===== src/rtl/dino_game_if.sv =====
// Signals between the dino game engine and the VGA display controller / board buttons.
// The master modport is the engine side.
interface dino_game_if #(
  parameter int SCORE_WIDTH = 16
);
  logic                   screen_ready;
  logic                   collision_detected;
  logic                   jump_btn;
  logic                   pause_btn;
  logic [31:0]            x_coor;
  logic [31:0]            y_coor;
  logic [31:0]            x_coor_obstacle;
  logic [31:0]            y_coor_obstacle;
  logic                   game_over;
  logic                   pause;
  logic [SCORE_WIDTH-1:0] score;

  modport master (
    input  screen_ready, collision_detected, jump_btn, pause_btn,
    output x_coor, y_coor, x_coor_obstacle, y_coor_obstacle, game_over, pause, score
  );

  modport slave (
    output screen_ready, collision_detected, jump_btn, pause_btn,
    input  x_coor, y_coor, x_coor_obstacle, y_coor_obstacle, game_over, pause, score
  );
endinterface


===== src/rtl/dino_game_engine.sv =====
// Per-frame game state: dino jump physics, obstacle scrolling, score,
// and the RUN / PAUSED / OVER sequencing driven by the board buttons.
module dino_game_engine #(
  parameter int DINO_X        = 100,
  parameter int GROUND_Y      = 320,
  parameter int OBST_START_X  = 680,
  parameter int OBST_SPEED    = 4,
  parameter int JUMP_VELOCITY = 12,
  parameter int GRAVITY       = 1,
  parameter int SCORE_WIDTH   = 16
) (
  input logic         clk,
  input logic         reset,
  dino_game_if.master bus
);

  typedef enum logic [1:0] {RUN, PAUSED, OVER} state_t;

  state_t                 state_q, state_d;
  logic [1:0]             btn_s1_q, btn_s1_d;   // bit 0 jump, bit 1 pause
  logic [1:0]             btn_s2_q, btn_s2_d;
  logic [1:0]             btn_prev_q, btn_prev_d;
  logic [1:0]             press_q, press_d;
  logic                   sr_prev_q, sr_prev_d;
  logic                   tick_q, tick_d;
  logic                   jump_req_q, jump_req_d;
  logic [8:0]             h_q, h_d;
  logic signed [8:0]      v_q, v_d;
  logic [11:0]            y_q, y_d;
  logic [11:0]            xo_q, xo_d;
  logic [SCORE_WIDTH-1:0] score_q, score_d;
  logic                   game_over_q, game_over_d;
  logic                   pause_q, pause_d;

  logic                   jump_press, pause_press, jump_pend;
  logic signed [9:0]      hn;

  assign jump_press  = press_q[0];
  assign pause_press = press_q[1];
  assign jump_pend   = jump_req_q | jump_press;
  assign hn          = $signed({1'b0, h_q}) + $signed({v_q[8], v_q});

  always_comb begin
    btn_s1_d    = {bus.pause_btn, bus.jump_btn};
    btn_s2_d    = btn_s1_q;
    btn_prev_d  = btn_s2_q;
    press_d     = btn_s2_q & ~btn_prev_q;
    sr_prev_d   = bus.screen_ready;
    tick_d      = bus.screen_ready & ~sr_prev_q;
    state_d     = state_q;
    jump_req_d  = jump_req_q;
    h_d         = h_q;
    v_d         = v_q;
    xo_d        = xo_q;
    score_d     = score_q;

    case (state_q)
      RUN: begin
        if (tick_q && bus.collision_detected) begin
          state_d    = OVER;
          jump_req_d = 1'b0;
        end else begin
          if (tick_q) begin
            jump_req_d = 1'b0;
            if (h_q == 9'd0 && jump_pend) begin
              v_d = 9'(JUMP_VELOCITY - GRAVITY);
              h_d = 9'(JUMP_VELOCITY);
            end else if (h_q != 9'd0) begin
              if (hn[9] || hn == 10'sd0) begin
                h_d = 9'd0;
                v_d = 9'sd0;
              end else begin
                h_d = hn[8:0];
                v_d = v_q - 9'(GRAVITY);
              end
            end
            if (xo_q < 12'(OBST_SPEED)) begin
              xo_d = 12'(OBST_START_X);
              if (score_q != {SCORE_WIDTH{1'b1}})
                score_d = score_q + 1'b1;
            end else begin
              xo_d = xo_q - 12'(OBST_SPEED);
            end
          end else if (jump_press) begin
            jump_req_d = 1'b1;
          end
          if (pause_press) begin
            state_d    = PAUSED;
            jump_req_d = 1'b0;
          end
        end
      end
      PAUSED: begin
        if (pause_press) state_d = RUN;
      end
      OVER: begin
        if (jump_press) begin
          state_d = RUN;
          h_d     = 9'd0;
          v_d     = 9'sd0;
          xo_d    = 12'(OBST_START_X);
          score_d = '0;
        end
      end
      default: state_d = RUN;
    endcase

    y_d         = 12'(GROUND_Y) - {3'b000, h_d};
    game_over_d = (state_d == OVER);
    pause_d     = (state_d == PAUSED);
  end

  always_ff @(posedge clk or posedge reset) begin
    if (reset) begin
      state_q     <= RUN;
      btn_s1_q    <= '0;
      btn_s2_q    <= '0;
      btn_prev_q  <= '0;
      press_q     <= '0;
      sr_prev_q   <= 1'b0;
      tick_q      <= 1'b0;
      jump_req_q  <= 1'b0;
      h_q         <= '0;
      v_q         <= '0;
      y_q         <= 12'(GROUND_Y);
      xo_q        <= 12'(OBST_START_X);
      score_q     <= '0;
      game_over_q <= 1'b0;
      pause_q     <= 1'b0;
    end else begin
      state_q     <= state_d;
      btn_s1_q    <= btn_s1_d;
      btn_s2_q    <= btn_s2_d;
      btn_prev_q  <= btn_prev_d;
      press_q     <= press_d;
      sr_prev_q   <= sr_prev_d;
      tick_q      <= tick_d;
      jump_req_q  <= jump_req_d;
      h_q         <= h_d;
      v_q         <= v_d;
      y_q         <= y_d;
      xo_q        <= xo_d;
      score_q     <= score_d;
      game_over_q <= game_over_d;
      pause_q     <= pause_d;
    end
  end

  assign bus.x_coor          = 32'(DINO_X);
  assign bus.y_coor          = {20'd0, y_q};
  assign bus.x_coor_obstacle = {20'd0, xo_q};
  assign bus.y_coor_obstacle = 32'(GROUND_Y);
  assign bus.game_over       = game_over_q;
  assign bus.pause           = pause_q;
  assign bus.score           = score_q;

endmodule

===== src/flat_wrapper.sv =====
// flat-port wrapper written by rule: the top's interface ports become plain ports
module dino_game_engine_flat 
#(
  parameter int DINO_X        = 100,
  parameter int GROUND_Y      = 320,
  parameter int OBST_START_X  = 680,
  parameter int OBST_SPEED    = 4,
  parameter int JUMP_VELOCITY = 12,
  parameter int GRAVITY       = 1,
  parameter int SCORE_WIDTH   = 16
)
  (clk, reset, bus_screen_ready, bus_collision_detected, bus_jump_btn, bus_pause_btn, bus_x_coor, bus_y_coor, bus_x_coor_obstacle, bus_y_coor_obstacle, bus_game_over, bus_pause, bus_score);
  dino_game_if #(.SCORE_WIDTH(SCORE_WIDTH)) bus_i ();
  input logic clk;
  input logic reset;
  input wire logic [$bits(bus_i.screen_ready)-1:0] bus_screen_ready;
  input wire logic [$bits(bus_i.collision_detected)-1:0] bus_collision_detected;
  input wire logic [$bits(bus_i.jump_btn)-1:0] bus_jump_btn;
  input wire logic [$bits(bus_i.pause_btn)-1:0] bus_pause_btn;
  output wire logic [$bits(bus_i.x_coor)-1:0] bus_x_coor;
  output wire logic [$bits(bus_i.y_coor)-1:0] bus_y_coor;
  output wire logic [$bits(bus_i.x_coor_obstacle)-1:0] bus_x_coor_obstacle;
  output wire logic [$bits(bus_i.y_coor_obstacle)-1:0] bus_y_coor_obstacle;
  output wire logic [$bits(bus_i.game_over)-1:0] bus_game_over;
  output wire logic [$bits(bus_i.pause)-1:0] bus_pause;
  output wire logic [$bits(bus_i.score)-1:0] bus_score;
  assign bus_i.screen_ready = bus_screen_ready;
  assign bus_i.collision_detected = bus_collision_detected;
  assign bus_i.jump_btn = bus_jump_btn;
  assign bus_i.pause_btn = bus_pause_btn;
  assign bus_x_coor = bus_i.x_coor;
  assign bus_y_coor = bus_i.y_coor;
  assign bus_x_coor_obstacle = bus_i.x_coor_obstacle;
  assign bus_y_coor_obstacle = bus_i.y_coor_obstacle;
  assign bus_game_over = bus_i.game_over;
  assign bus_pause = bus_i.pause;
  assign bus_score = bus_i.score;
  dino_game_engine #(.DINO_X(DINO_X), .GROUND_Y(GROUND_Y), .OBST_START_X(OBST_START_X), .OBST_SPEED(OBST_SPEED), .JUMP_VELOCITY(JUMP_VELOCITY), .GRAVITY(GRAVITY), .SCORE_WIDTH(SCORE_WIDTH)) u_core (.clk(clk), .reset(reset), .bus(bus_i));
endmodule

===== config.mk =====
export PLATFORM = sky130hd
export DESIGN_NAME = dino_game_engine_flat
export DESIGN_NICKNAME = d
export VERILOG_FILES = /design/src/rtl/dino_game_if.sv /design/src/rtl/dino_game_engine.sv /design/src/flat_wrapper.sv
export SDC_FILE = /design/constraint.sdc
export NUM_CORES = 1
export LEC_CHECK = 0
export ABC_AREA = 0
export BUFFER_PORTS_ARGS = -buffer_cell sky130_fd_sc_hd__buf_2
export CAP_MARGIN = 20
export CORE_MARGIN = 4
export CORE_UTILIZATION = 57
export CTS_BUF_LIST = sky130_fd_sc_hd__clkbuf_8
export DETAILED_ROUTE_END_ITERATION = 6
export PLACE_DENSITY = 0.89
export SLEW_MARGIN = 15
export SYNTH_ARGS = -nofsm -noshare
export SYNTH_HDL_FRONTEND = slang
export SYNTH_SLANG_ARGS = --single-unit

===== constraint.sdc =====
create_clock -name clk -period 7.17 [get_ports clk]
set_input_delay 0.3585 -clock clk [delete_from_list [all_inputs] [get_ports clk]]
set_output_delay 0.3585 -clock clk [all_outputs]
set_load 0.05 [all_outputs]

# == Word level (Yosys, flattened, before mapping) ==
# Cells that the tools add are included.
# word_totals
ff_bits,73
inputBits,6
wordCells,84
output_inout_bits,146
# op_classes
muxes,34
bitwise_logic,5
magnitude_cmp,1
n_reduce_logical,13
n_addsub,5
eq_ne,11
# ops
op,count
two-way mux 9 bit,12
two-way mux 16 bit,5
two-way mux 12 bit,4
one-hot mux 9 bit (2 select lines),2
one-hot mux 16 bit (2 select lines),1
one-hot mux 12 bit (2 select lines),1
"adder 16 x 1 -> 16 bit, second input constant",1
"!= test 16 bit, second input constant",1
"less-than comparator 12 x 3 -> 1 bit, second input constant",1
"subtractor 12 x 3 -> 12 bit, second input constant",1
adder 10 x 9 -> 10 bit,1
zero test 10 bit,1
"subtractor 9 x 9 -> 10 bit, first input constant",1
zero test 9 bit,1
nonzero test 9 bit,1
"subtractor 9 x 2 -> 9 bit, second input constant",1
two-way mux 2 bit,4
"!= test 2 x 1 -> 1 bit, second input constant",4
one-hot mux 2 bit (3 select lines),1
AND reduction 6 bit,1
AND reduction 5 bit,1
"equality test 2 x 1 -> 1 bit, second input constant",2
"equality test 2 bit, second input constant",2
two-way mux 1 bit,4
14 further kinds,15

# == Logic depth before layout (Yosys ltp) ==
# depth
depth_word,10
mapped_depth,15
ltp_nobuf,15

# == Worst setup path before layout ==
# No wires, ideal clock.
# synth_timing
kind,reg2reg
start,reg u_core.h_q[0]
end,reg u_core.y_q[8]
t_arrival_ns,3.276
path_stages_with_launch,16
t_required_ns,7.087
slack_ns,3.811
synth_period_minus_slack_ns,3.359
setup_ns,0.083
n_path_buf,0
cell_sequence,dfrtp_1 > ha_1 > inv_1 > fa_1 > nor2b_1 > o22ai_1 > xnor2_1 > or4_1 > nor4_2 > nor2_1 > a22oi_2 > ha_1 > inv_1 > a211oi_4 > o2111a_1 > nor2_1
# synth_via
elab_chain_cells,10
word_cells_on_any_way,14
classes_between,add/sub: 2; mux: 7; reduce/logical: 5
# synth_lines
element,line,source
start: declaration,dino_game_engine.sv:27,"logic [8:0] h_q, h_d;"
start signal: assignment,dino_game_engine.sv:123,h_q <= '0;
start signal: assignment,dino_game_engine.sv:139,h_q <= h_d;
adder 10 x 9 -> 10 bit,dino_game_engine.sv:41,"assign hn = $signed({1'b0, h_q}) + $signed({v_q[8], v_q});"
zero test 10 bit,dino_game_engine.sv:69,if (hn[9] || hn == 10'sd0) begin
logical OR 1 bit,dino_game_engine.sv:69,
two-way mux 9 bit,dino_game_engine.sv:69,
two-way mux 9 bit,dino_game_engine.sv:68,end else if (h_q != 9'd0) begin
two-way mux 9 bit,dino_game_engine.sv:65,if (h_q == 9'd0 && jump_pend) begin
two-way mux 9 bit,dino_game_engine.sv:63,if (tick_q) begin
two-way mux 9 bit,dino_game_engine.sv:59,if (tick_q && bus.collision_detected) begin
one-hot mux 9 bit (2 select lines) (*),dino_game_engine.sv:57,case (state_q)
subtractor 9 x 9 -> 10 bit (*),dino_game_engine.sv:108,"y_d = 12'(GROUND_Y) - {3'b000, h_d};"
via u_core.y_d[8],dino_game_engine.sv:29,"logic [11:0] y_q, y_d;"
end signal: assignment,dino_game_engine.sv:125,y_q <= 12'(GROUND_Y);
end signal: assignment,dino_game_engine.sv:141,y_q <= y_d;
end: declaration,dino_game_engine.sv:29,
# Mark *: on every way through the listed nets, which the timed path passes. The rest lies on a longest branch.
# A chain may end at the register's enable or synchronous reset.

# == Worst setup path after layout ==
# Same ends and word-level chain as after synthesis.

==> results.txt <==
- The flow ran to the end, and the final reports show no timing, DRC or antenna violations.
- Clock transition at path regs: 80 ps
- Total negative setup slack: 0 ps
* Drt initial violations: 205
* Antenna violation net count after detailed routing: 0
- Post-cts gate resize count: 0
- The critical path contains buffers and inverters numbering 2 combined.
- Summed over all cells, the static leakage comes to 2.318 nW.
- The worst path meets setup with 3192 ps of slack.
- The filler cells instantiated in the layout total 657.
* Cts bufs inserted: 9
- The number of global-route vias before repair was 3202.
* Synth-to-layout area growth: 1.458%
* Series of cell instances along the critical path: ha_1 > inv_1 > fa_1 > nor2b_1 > o22ai_1 > xnor2_1 > or4_1 > nor4_2 > nor2_1 > a22oi_2 > ha_1 > inv_1 > a211oi_4 > a311oi_1 > nor2_1
- I/O Pins: 152
- Total power divided by cell area: 418.4 nW/µm²
- Data on the critical path is required at its endpoint by 7440 ps.
- The worst-case IR drop observed on VDD is 0.0001996 V.
- The slowest stage of the critical path belongs to the cell sky130_fd_sc_hd__nor4_2.
* Maximum number of pins on one net before global-route repair: 69
* CTS tree: yes
- Startpoint-to-endpoint class of the critical path: flop to flop
- Using the TritonRoute via totals, the vias-per-cell ratio works out to 5.253.
- Dividing the final minimum period by the clock period gives 55.48%.
* Via total after detailed routing: 3378
- F_max: 0.2514 GHz
- Detailed placement ended at an HPWL of 6.785 mm.
* Detailed-route wire length per cell: 14.05 µm
- Slew @ Worst Pin: 1031 ps
- Number of failing setup endpoints in the final timing report: 0
- Clock latency on the worst-skew pair, taken at its later pin, is 340 ps.
- The total overflow left after global routing is 0.
- Total Routed Length: 9.033 mm
* Drt first pass iters: 4
- The congestion estimate from routability-driven global placement came to 0.8758.
- Final net count: 556
- Distinct cell type count of the synthesized netlist: 69
- Critical path data arrival time: 4250 ps
- Number of max-capacitance violations reported: 0
* Count of hold buffers inserted by post-cts repair: 0
- Final cell utilization of the core: 59.70%
- STA classifies the critical path endpoint as a flop.
- Total Routing Usage GR: 18.43%
- Clock skew on the completed layout was measured at 11.14 ps.
- Subtracting the final worst setup slack from the clock period gives 3978 ps.
* Category of cells accounting for the largest share of critical-path delay: simple AND/OR/NAND/NOR gates
* DP Cell Count: 627
- Slowest Stage Delay on Critical Path: 450 ps
- Setup crit start kind: flop
* Post-synthesis register bit count: 68
* Hold Violations, Final: 0
- Antenna diodes: 0
- Cell at the root of the clock tree: sky130_fd_sc_hd__clkbuf_8
- Bufs on Longest Clock Path: 2
- CTS HTree Levels: 3
- Mean instance size in the synthesized netlist: 9.242 µm²
- Number of antenna violations at the first check in global routing: 0
- Postcts setup bufs: 0
- Chip height: 97.32 µm
- RSZ-0062 raised after global routing: false
- Total power for the finished layout comes to 1.930 mW.
- Input and output buffers added on the ports amount to 45.
- Fraction of final layout cells with drive strength greater than 1: 15.16%
- Effective utilization at floorplan: 58.84%
- Among all flip-flop cells after synthesis, the most frequent one is sky130_fd_sc_hd__dfrtp_1.
* Core box area: 7727 µm²
- From left edge to right edge, the die measures 97.32 µm.
* Wire length of the first global-routing pass: 14.68 mm
- CTS saw 68 sinks.
* Post-synth ARST share: 100.0%
- The floorplan step defined a die boundary enclosing 9470 µm².
* Highest net fanout along the worst path: 6
- Final std cells w/o fill: 643
- Yosys mapped a number of flops with a built-in enable equal to 0.
- After detailed routing, the number of remaining DRC violations is 0.
- In this run the cell area of the synthesized design comes to 4547 µm².
- The max-slew violation total from the final report was 0.
* Yosys Warn Count: 0
* Type of the tightest min-delay check: input pin to flop
- The floorplan has 32 rows.
- Timing analysis after detailed placement gives a worst setup slack of 3338 ps.
- In the synthesized netlist, the number of instances is 492.
* Max transition margin: 31.01%
- Portion of the post-synthesis area used by sequential elements: 37.59%
final timing paths:
check	start	to	slack (ps)	depth (start not counted)
max in group asynchronous	reset	u_core.v_q[5]	6380	3
min reg2reg	u_core.btn_s1_q[0]	u_core.btn_prev_d[0]	350	0
max	u_core.h_q[0]	u_core.y_q[8]	3190	15
max reg2reg	u_core.h_q[0]	u_core.y_q[8]	3190	15
min in group asynchronous	reset	u_core.bus.score[13]	270	3
min	bus_pause_btn	u_core.btn_s1_q[1]	130	1
registers in the layout, indices dropped and copies added (netlist names), 9 cells and up:
signal / cells
u_core.v_q: 9
u_core.h_q: 9
u_core.bus.score: 16
u_core.y_q: 9
u_core.xo_q: 10
synth_stat cells (all sizes together) (5+ instances only):
cell type / instances / area [µm²]
and3: 9 / 56.30
nor2b: 8 / 50.05
nor2: 49 / 183.9
xor2: 13 / 113.9
nand3: 6 / 30.03
nand2: 28 / 105.1
o21ai: 24 / 123.9
a21o: 5 / 37.54
nor3: 15 / 85.08
nand2b: 6 / 37.54
dfrtp: 62 / 1551
buf: 113 / 849.6
a31oi: 5 / 31.28
dfstp: 6 / 157.7
ha: 13 / 162.7
inv: 17 / 63.81
a21oi: 16 / 80.08
or3: 11 / 73.82
xnor2: 13 / 113.9
through the flow:
step,hold slack (ps),cell area (µm²)
after floorplan,331.2,4937
after global placement,332.8,4433
after detailed placement,335.8,4433
after CTS,113.6,4613
after global routing,117.8,4613
final,126.9,4613
cell usage in the layout, fill, tap and decap left out, types with 8 or more instances in the layout:
cell                       count
sky130_fd_sc_hd__clkbuf_8     11
sky130_fd_sc_hd__nor2_1       49
sky130_fd_sc_hd__conb_1      106
sky130_fd_sc_hd__inv_1        17
sky130_fd_sc_hd__ha_1         13
sky130_fd_sc_hd__nand2_1      28
sky130_fd_sc_hd__or3_1        10
sky130_fd_sc_hd__nor3_1       13
sky130_fd_sc_hd__and3_1        9
sky130_fd_sc_hd__o21ai_0      20
sky130_fd_sc_hd__xor2_1       13
sky130_fd_sc_hd__dfrtp_1      62
sky130_fd_sc_hd__buf_2        45
sky130_fd_sc_hd__xnor2_1      13
sky130_fd_sc_hd__a21oi_1      16
sky130_fd_sc_hd__nor2b_1       8
cell families (layout without fill, tap and decap cells):
group	Yosys count	count (layout)	synth area share, %
compound gates	89	89	14.20
xor+xnor	26	26	5.008
fa+ha+maj	14	14	4.018
buf+inv	134	79	20.42
flops	68	68	37.59
other cells	2	106	0.1652
simple gates	159	159	18.60
power breakdown:
part	internal, mW	total (mW)	switching (mW)
combinational	0.312	1.05	0.740
sequential	0.493	0.596	0.103
clock	0.142	0.282	0.140
metal layers:
| metal | global-route usage [%] | vias to the layer above | wire, µm | part of all wire, % |
|---|---|---|---|---|
| li1 | - | 1572 | - | - |
| met1 | 23.12 | 1638 | 3783 | 42 |
| met2 | 31.05 | 151 | 4422 | 49 |
| met3 | 3.446 | 17 | 670 | 7.4 |
| met4 | 8.094 | 0 | 157 | 1.7 |
| met5 | 0 | - | 0 | 0 |
final cells by class:
type / instances / area [µm²] / share of cell area (%)
multi-input combinational: 394 / 2300 / 49.85
clock buffer: 11 / 151.4 / 3.282
clock inverter: 5 / 28.78 / 0.6238
tap: 102 / 127.6 / 2.766
inverter: 17 / 63.81 / 1.383
timing repair buffer: 46 / 232.7 / 5.045
sequential: 68 / 1709 / 37.05
Note: power is estimated with default switching activity, not from simulation.
